**src/rtl/serial_magnitude_comparator.sv**
```systemverilog
// Digit-serial magnitude comparator: walks the operands MSB slice first and stops on the
// first differing slice. Signed operands are mapped to offset-binary so one unsigned path serves both.
module serial_magnitude_comparator #(
  parameter int WIDTH = 8,
  parameter int DIGIT = 2
) (
  input  logic             clk,
  input  logic             rst_n,
  input  logic             start,
  input  logic             signed_mode,
  input  logic [WIDTH-1:0] a,
  input  logic [WIDTH-1:0] b,
  output logic             busy,
  output logic             done,
  output logic             y0,
  output logic             y1,
  output logic             y2
);

  localparam int S  = WIDTH / DIGIT;
  localparam int IW = (S > 1) ? $clog2(S) : 1;

  generate
    if (WIDTH < 2) begin : g_bad_width
      $error("serial_magnitude_comparator: WIDTH must be at least 2");
    end
    if (DIGIT < 1 || (WIDTH % DIGIT) != 0) begin : g_bad_digit
      $error("serial_magnitude_comparator: WIDTH must be a multiple of DIGIT");
    end
  endgenerate

  typedef enum logic [1:0] {
    IDLE = 2'd0,
    CMP  = 2'd1,
    DONE = 2'd2
  } state_t;

  state_t           state_q, state_d;
  logic [WIDTH-1:0] a_q, a_d;
  logic [WIDTH-1:0] b_q, b_d;
  logic [IW-1:0]    idx_q, idx_d;
  logic             y0_q, y0_d;
  logic             y1_q, y1_d;
  logic             y2_q, y2_d;

  // The captured operands shift left each step, so the current slice is always the top DIGIT bits.
  logic [DIGIT-1:0] slice_a, slice_b;
  assign slice_a = a_q[WIDTH-1 -: DIGIT];
  assign slice_b = b_q[WIDTH-1 -: DIGIT];

  always_comb begin
    state_d = state_q;
    a_d     = a_q;
    b_d     = b_q;
    idx_d   = idx_q;
    y0_d    = y0_q;
    y1_d    = y1_q;
    y2_d    = y2_q;
    unique case (state_q)
      IDLE, DONE: begin
        if (start) begin
          a_d     = {a[WIDTH-1] ^ signed_mode, a[WIDTH-2:0]};
          b_d     = {b[WIDTH-1] ^ signed_mode, b[WIDTH-2:0]};
          idx_d   = '0;
          state_d = CMP;
        end else begin
          state_d = IDLE;
        end
      end
      CMP: begin
        if (slice_a != slice_b) begin
          y0_d    = 1'b0;
          y1_d    = (slice_a < slice_b);
          y2_d    = (slice_a > slice_b);
          state_d = DONE;
        end else if (idx_q == IW'(S - 1)) begin
          y0_d    = 1'b1;
          y1_d    = 1'b0;
          y2_d    = 1'b0;
          state_d = DONE;
        end else begin
          idx_d = idx_q + IW'(1);
          a_d   = a_q << DIGIT;
          b_d   = b_q << DIGIT;
        end
      end
      default: state_d = IDLE;
    endcase
  end

  always_ff @(posedge clk or negedge rst_n) begin
    if (!rst_n) begin
      state_q <= IDLE;
      a_q     <= '0;
      b_q     <= '0;
      idx_q   <= '0;
      y0_q    <= 1'b0;
      y1_q    <= 1'b0;
      y2_q    <= 1'b0;
    end else begin
      state_q <= state_d;
      a_q     <= a_d;
      b_q     <= b_d;
      idx_q   <= idx_d;
      y0_q    <= y0_d;
      y1_q    <= y1_d;
      y2_q    <= y2_d;
    end
  end

  // Status outputs decode directly from the state flops, so they clear with the async reset.
  assign busy = (state_q == CMP);
  assign done = (state_q == DONE);
  assign y0   = y0_q;
  assign y1   = y1_q;
  assign y2   = y2_q;

endmodule

```
**config.mk**
```make
export PLATFORM = sky130hd
export DESIGN_NAME = serial_magnitude_comparator
export DESIGN_NICKNAME = d
export VERILOG_FILES = /design/src/rtl/serial_magnitude_comparator.sv
export SDC_FILE = /design/constraint.sdc
export NUM_CORES = 1
export LEC_CHECK = 0
export ABC_AREA = 1
export ABC_CLOCK_PERIOD_IN_PS = 1500
export BUFFER_PORTS_ARGS = -buffer_cell sky130_fd_sc_hd__buf_2
export CORE_AREA = 5 5 62 64
export DETAILED_ROUTE_END_ITERATION = 12
export DIE_AREA = 0 0 67 69
export PLACE_DENSITY = 0.65
export SYNTH_ARGS = -nofsm -noshare
export SYNTH_HDL_FRONTEND = slang
export SYNTH_SLANG_ARGS = --single-unit
```
**constraint.sdc**
```tcl
create_clock -name clk -period 1.5 [get_ports clk]
set_clock_uncertainty 0.15 [all_clocks]
set_input_delay 0.075 -clock clk [delete_from_list [all_inputs] [get_ports clk]]
set_output_delay 0.075 -clock clk [all_outputs]
set_load 0.02 [all_outputs]
```
Yosys cells after proc, flatten, opt, wreduce, memory -nomap -nowiden
Index checks and enable logic that the tools add are counted.

cells by class
  add/sub/neg operators = 1
  magnitude comparators = 2
  eq/ne operators = 8
  mux-type cells = 21
  bitwise gates (word level) = 2
  reduce and logical (&&, ||, !) cells = 6

operator list
  kind                                                    count
  two-way mux 8 bit                                       6
  one-hot mux 8 bit (2 select lines)                      2
  two-way mux 2 bit                                       5
  one-hot mux 2 bit (2 select lines)                      2
  two-way mux 1 bit                                       6
  inequality test 2 bit (second input constant)           3
  equality test 2 bit (second input constant)             2
  AND reduction 4 bit                                     1
  nonzero test 2 bit                                      2
  inequality test 3 x 1 -> 1 bit (second input constant)  1
  adder 2 x 1 -> 2 bit (second input constant)            1
  equality test 2 x 1 -> 1 bit (second input constant)    1
  greater-than comparator 2 bit                           1
  zero test 2 bit                                         1
  less-than comparator 2 bit                              1
  inequality test 2 bit                                   1
  AND reduction 2 bit                                     1
  OR reduction 2 bit                                      1
  bitwise XOR 1 bit                                       2

storage, ports and cells
  bits in registers = 23
  input port bits = 20
  output and inout port bits = 5
  logic and storage cells = 47

Depth between registers and ports, before layout
  depth after elaboration = 4
  gate-level depth with buffers = 9

Worst setup path before layout
OpenSTA, ideal clock, no wires.

  kind = register -> register
  from = register a_q[7]
  to = register a_q[7]
  setup time = 0.116 ns
  arrival = 1.275 ns
  required time = 1.234 ns
  slack = -0.041 ns
  cell stages (with the launch flop) = 8
  buffers on the path = 1
  period minus slack after synthesis = 1.541 ns
  path through = dfrtp_1 -> ha_1 -> nand2_1 -> nor2_1 -> nand2_4 -> buf_2 -> nand3_1 -> nand2_1

between the ends
  longest elaborated chain between the ends = 3

ends and longest elaborated chain
  what                             RTL line  text
  from (decl)                      39        logic [WIDTH-1:0] a_q, a_d;
  from (signal assigned)           94        a_q <= '0;
  from (signal assigned)           102       a_q <= a_d;
  inequality test 2 bit            71        if (slice_a != slice_b) begin
  inequality test 2 bit (no line)  --
  AND reduction 4 bit (no line)    --

No other way between the ends.
A chain may end at the register's enable or synchronous reset.

Final worst setup path
  from = register b_q[7]
  to = register idx_q[0]

between the ends
  longest elaborated chain between the ends = 3

ends and longest elaborated chain
  what                             RTL line  text
  from (decl)                      40        logic [WIDTH-1:0] b_q, b_d;
  from (signal assigned)           95        b_q <= '0;
  from (signal assigned)           103       b_q <= b_d;
  inequality test 2 bit            71
  inequality test 2 bit (no line)  --
  AND reduction 4 bit (no line)    --
  to (signal assigned)             104       idx_q <= idx_d;
  to (decl)                        41        logic [IW-1:0] idx_q, idx_d;

No other way between the ends.

==> run_summary.xml <==
<?xml version="1.0" encoding="UTF-8"?>
<metrics>
  <group name="run_status">
    <metric name="outcome" unit="">finished, violations left</metric>
    <metric name="violations" unit="">negative setup slack</metric>
  </group>
  <group name="global_routing">
    <metric name="antenna_found_initial" unit="">0</metric>
    <metric name="global_route.usage.total" unit="">0.144</metric>
    <metric name="largest_net_degree_at_the_start_of_global_routing" unit="">24</metric>
    <metric name="number_of_global_route_vias_before_repair" unit="">1215</metric>
    <metric name="grt.overflow.total" unit="">0</metric>
    <metric name="grt_pass1_wl" unit="microns">5270</metric>
  </group>
  <group name="synthesis">
    <metric name="synth_commonest_cells" unit="">sky130_fd_sc_hd__nand2_1, sky130_fd_sc_hd__dfrtp_1, sky130_fd_sc_hd__nand3_1</metric>
    <metric name="synthesis.instances" unit="">161</metric>
    <metric name="synth_top_cell_by_area" unit="">sky130_fd_sc_hd__dfrtp_1</metric>
    <metric name="post-synth-top-count-cell" unit="">sky130_fd_sc_hd__nand2_1</metric>
    <metric name="yosysWarningCount" unit="">0</metric>
    <metric name="synth.lib_cells_used.distinct" unit="">16</metric>
    <metric name="synth_area_leaders" unit="">sky130_fd_sc_hd__dfrtp_1, sky130_fd_sc_hd__nand2_1, sky130_fd_sc_hd__nand3_1, sky130_fd_sc_hd__inv_1, sky130_fd_sc_hd__ha_1</metric>
    <metric name="synth_edf_count" unit="">0</metric>
    <metric name="ys.flop_type" unit="">sky130_fd_sc_hd__dfrtp_1</metric>
    <metric name="async_flop_share" unit="">1.00</metric>
    <metric name="postSynthNetCount" unit="">184</metric>
    <metric name="syn-cell-area" unit="sq mm">0.00118</metric>
    <metric name="post_synth.cell_area_avg" unit="sq um">7.36</metric>
    <metric name="ff_latch_count_synth" unit="">23</metric>
    <metric name="fraction_of_the_yosys_area_taken_by_sequential_cells" unit="">0.486</metric>
    <metric name="yosysTopAreaCellShare" unit="">0.486</metric>
  </group>
  <group name="sta">
    <metric name="setup_repair_after_global_routing_missed_its_margin" unit="">yes</metric>
    <metric name="final_min_period_over_clock_period" unit="">1.01</metric>
    <metric name="fin_max_slew_vios" unit="">0</metric>
    <metric name="fin_hold_ws" unit="ns">0.0151</metric>
    <metric name="timing.final.setup_violations" unit="">5</metric>
    <metric name="slew-limit-headroom" unit="">0.658</metric>
    <metric name="max_freq" unit="GHz">0.663</metric>
    <metric name="timing.final.ws_setup" unit="ns">-0.00833</metric>
    <metric name="min_period" unit="ns">1.51</metric>
    <metric name="hold_viol_final" unit="">0</metric>
    <metric name="timing_worst_slew_pin_value" unit="ns">0.513</metric>
  </group>
  <group name="worst_setup_path">
    <metric name="critical-path-top-delay-family" unit="">simple AND/OR/NAND/NOR gates</metric>
    <metric name="timing.setup.critical_path_class" unit="">flip-flop to flip-flop</metric>
    <metric name="timing.critical_path.to_type" unit="">flip-flop</metric>
    <metric name="arrival" unit="ns">1.61</metric>
    <metric name="worstPathRequired" unit="ns">1.61</metric>
    <metric name="crit_path_cell_trace" unit="">inv_2, ha_4, nand2_4, nor2_4, nand2_4, nand2_8, nand2_1, nand2_1</metric>
    <metric name="reg2reg_slack" unit="ns">-0.008</metric>
    <metric name="crit_path_max_fanout" unit="">8</metric>
    <metric name="startpoint_type" unit="">flip-flop</metric>
    <metric name="crit_buf_inv" unit="">1</metric>
    <metric name="critical_path.max_stage_delay" unit="ns">0.40</metric>
    <metric name="critical_path.slowest_cell" unit="">sky130_fd_sc_hd__dfrtp_1</metric>
  </group>
  <group name="cells_and_area">
    <metric name="nets" unit="">243</metric>
    <metric name="multi_input_comb_area" unit="sq um">626</metric>
    <metric name="layout-drive-gt1-share" unit="">0.283</metric>
    <metric name="filler_cell_count" unit="">308</metric>
    <metric name="antenna-diode-count" unit="">0</metric>
    <metric name="layout-area-overhead-vs-synth" unit="%">48.2</metric>
    <metric name="ff_latch_area" unit="sq um">576</metric>
  </group>
  <group name="floorplan">
    <metric name="floorplan.initialDensity" unit="">0.367</metric>
    <metric name="floorplan.core_area" unit="sq mm">0.00323</metric>
    <metric name="die_height" unit="microns">69</metric>
    <metric name="die_x" unit="microns">67</metric>
    <metric name="floorplan.io_pins" unit="">25</metric>
    <metric name="total_die_area" unit="sq mm">0.00462</metric>
    <metric name="core.rowCount" unit="">21</metric>
  </group>
  <group name="power">
    <metric name="leakage" unit="nW">0.983</metric>
    <metric name="power_per_cell_area" unit="mW/mm^2">1930</metric>
    <metric name="power.total" unit="mW">3.39</metric>
    <metric name="worst_ir_drop_vdd" unit="V">0.000715</metric>
  </group>
  <group name="route">
    <metric name="route.detailed.vias_per_inst" unit="">4.37</metric>
    <metric name="route.antenna.remaining_nets" unit="">0</metric>
    <metric name="avgRoutedWirePerCell" unit="microns">11.5</metric>
    <metric name="wirelength" unit="microns">3040</metric>
    <metric name="first_iter_violations" unit="">53</metric>
    <metric name="drc" unit="">0</metric>
    <metric name="drt-pass1-iter-count" unit="">4</metric>
    <metric name="vias" unit="">1159</metric>
  </group>
  <group name="min_path">
    <metric name="timing.hold.worst.class" unit="">primary input to flip-flop</metric>
  </group>
  <group name="placed_design">
    <metric name="detailedPlace.worstSlack" unit="ns">-0.0861</metric>
    <metric name="placer_congestion" unit="">0.705</metric>
    <metric name="port_buffers" unit="">24</metric>
    <metric name="dp_hpwl" unit="microns">1850</metric>
  </group>
  <group name="clock_tree">
    <metric name="tritoncts_sink_count" unit="">23</metric>
    <metric name="cts_max_path_buffers" unit="">2</metric>
    <metric name="worst_setup_hold_path_clk_slew" unit="ns">0.13</metric>
    <metric name="deepest_level_of_the_cts_h_tree" unit="">1</metric>
    <metric name="clock_latency_reported_for_the_late_side_of_the_worst_skew_pair" unit="ns">0.31</metric>
    <metric name="cts.root.buffer_cell" unit="">sky130_fd_sc_hd__clkbuf_4</metric>
    <metric name="cts-buffers-inserted" unit="">3</metric>
    <metric name="cts_tree" unit="">yes</metric>
  </group>
  <group name="run">
    <metric name="drv.max_cap_violation_count" unit="">0</metric>
  </group>
</metrics>
power breakdown:
part	total (mW)	internal, mW	switching, mW
logic	2.03	0.875	1.15
registers	1.08	0.908	0.168
clock network	0.287	0.104	0.183
sequential cells by signal, indices dropped and copies added (netlist names):
register  count
a_q           8
b_q           8
idx_q         2
state_q       2
y0            1
y1            1
y2            1
path summary, 6_finish.rpt:
path	start	end	cells after the start
setup / recovery	b_q[7]	idx_q[0]	8
hold / removal	signed_mode	b_q[7]	6
setup reg to reg	b_q[7]	idx_q[0]	8
hold reg to reg	b_q[0]	b_q[0]	2
max in group asynchronous	rst_n	b_q[0]	2
min in group asynchronous	rst_n	a_q[6]	2
kinds of logic after synthesis:
family          after synthesis  synth area share
simple gates                114             0.396
flops                        23             0.486
buf+inv                      17            0.0665
compound gates                4            0.0201
fa+ha+maj                     3            0.0317
worst register-to-register path, cell delays in order, from the launching register on:
cell and delay (ns):
sky130_fd_sc_hd__dfrtp_1 0.40, sky130_fd_sc_hd__inv_2 0.06, sky130_fd_sc_hd__ha_4 0.27, sky130_fd_sc_hd__nand2_4 0.06, sky130_fd_sc_hd__nor2_4 0.12, sky130_fd_sc_hd__nand2_4 0.14
sky130_fd_sc_hd__nand2_8 0.13, sky130_fd_sc_hd__nand2_1 0.06, sky130_fd_sc_hd__nand2_1 0.06
cell usage in the layout, fill, tap and decap left out:
cell                            count
sky130_fd_sc_hd__nand3_1           15
sky130_fd_sc_hd__dfrtp_1           23
sky130_fd_sc_hd__o21ai_0            1
sky130_fd_sc_hd__o21ai_2            1
sky130_fd_sc_hd__o21ai_1            1
sky130_fd_sc_hd__nor2_4             2
sky130_fd_sc_hd__buf_4             15
sky130_fd_sc_hd__clkbuf_1           1
sky130_fd_sc_hd__ha_1               1
sky130_fd_sc_hd__ha_4               2
sky130_fd_sc_hd__nor2_2             1
sky130_fd_sc_hd__a21oi_1            1
sky130_fd_sc_hd__buf_2             22
sky130_fd_sc_hd__nand2_8            2
sky130_fd_sc_hd__inv_1             10
sky130_fd_sc_hd__buf_6              2
sky130_fd_sc_hd__nor2_1             4
sky130_fd_sc_hd__clkbuf_4           3
sky130_fd_sc_hd__dlygate4sd3_1     18
sky130_fd_sc_hd__nand2_2            8
sky130_fd_sc_hd__nand2_1           82
sky130_fd_sc_hd__nand2_4            2
sky130_fd_sc_hd__inv_2              2
final cells by class:
cell class                      instances  share of cell area
Clock buffer                            4              0.0150
Tap cell                               46              0.0328
Timing Repair Buffer                   57               0.242
Sequential cell                        23               0.328
Multi-Input combinational cell        123               0.356
Inverter                               12              0.0257
stage by stage:
stage | cell area (sq um) | setup TNS, ns | util | cells
3_3_place_gp | 1420 | -0.340 | 0.441 | 238
5_1_grt | 1760 | -1.36 | 0.543 | 265
3_5_place_dp | 1420 | -0.886 | 0.441 | 238
6_report | 1760 | -0.0221 | 0.543 | 265
4_1_cts | 1700 | 0 | 0.527 | 263
2_1_floorplan | 1190 | 0 | - | 161
layer usage:
layer	vias to the layer above	part of all wire	GRT usage
met5	-	0	0
met4	0	0.012	0.0473
met3	4	0.041	0.0211
met2	28	0.51	0.245
met1	517	0.44	0.183
li1	610	-	-
what timing repair did:
| action | CTS | global route |
|---|---|---|
| hold buffers | 18 | 0 |
| hold endpoints to repair | 39 | 0 |
| gates resized for setup | 7 | 12 |
| endpoints found under the setup margin | 20 | 22 |
| gates cloned | 2 | 0 |
| buffers inserted | 1 | 2 |
| pin swaps | 5 | 1 |
Power figures use the tool's default switching activity.
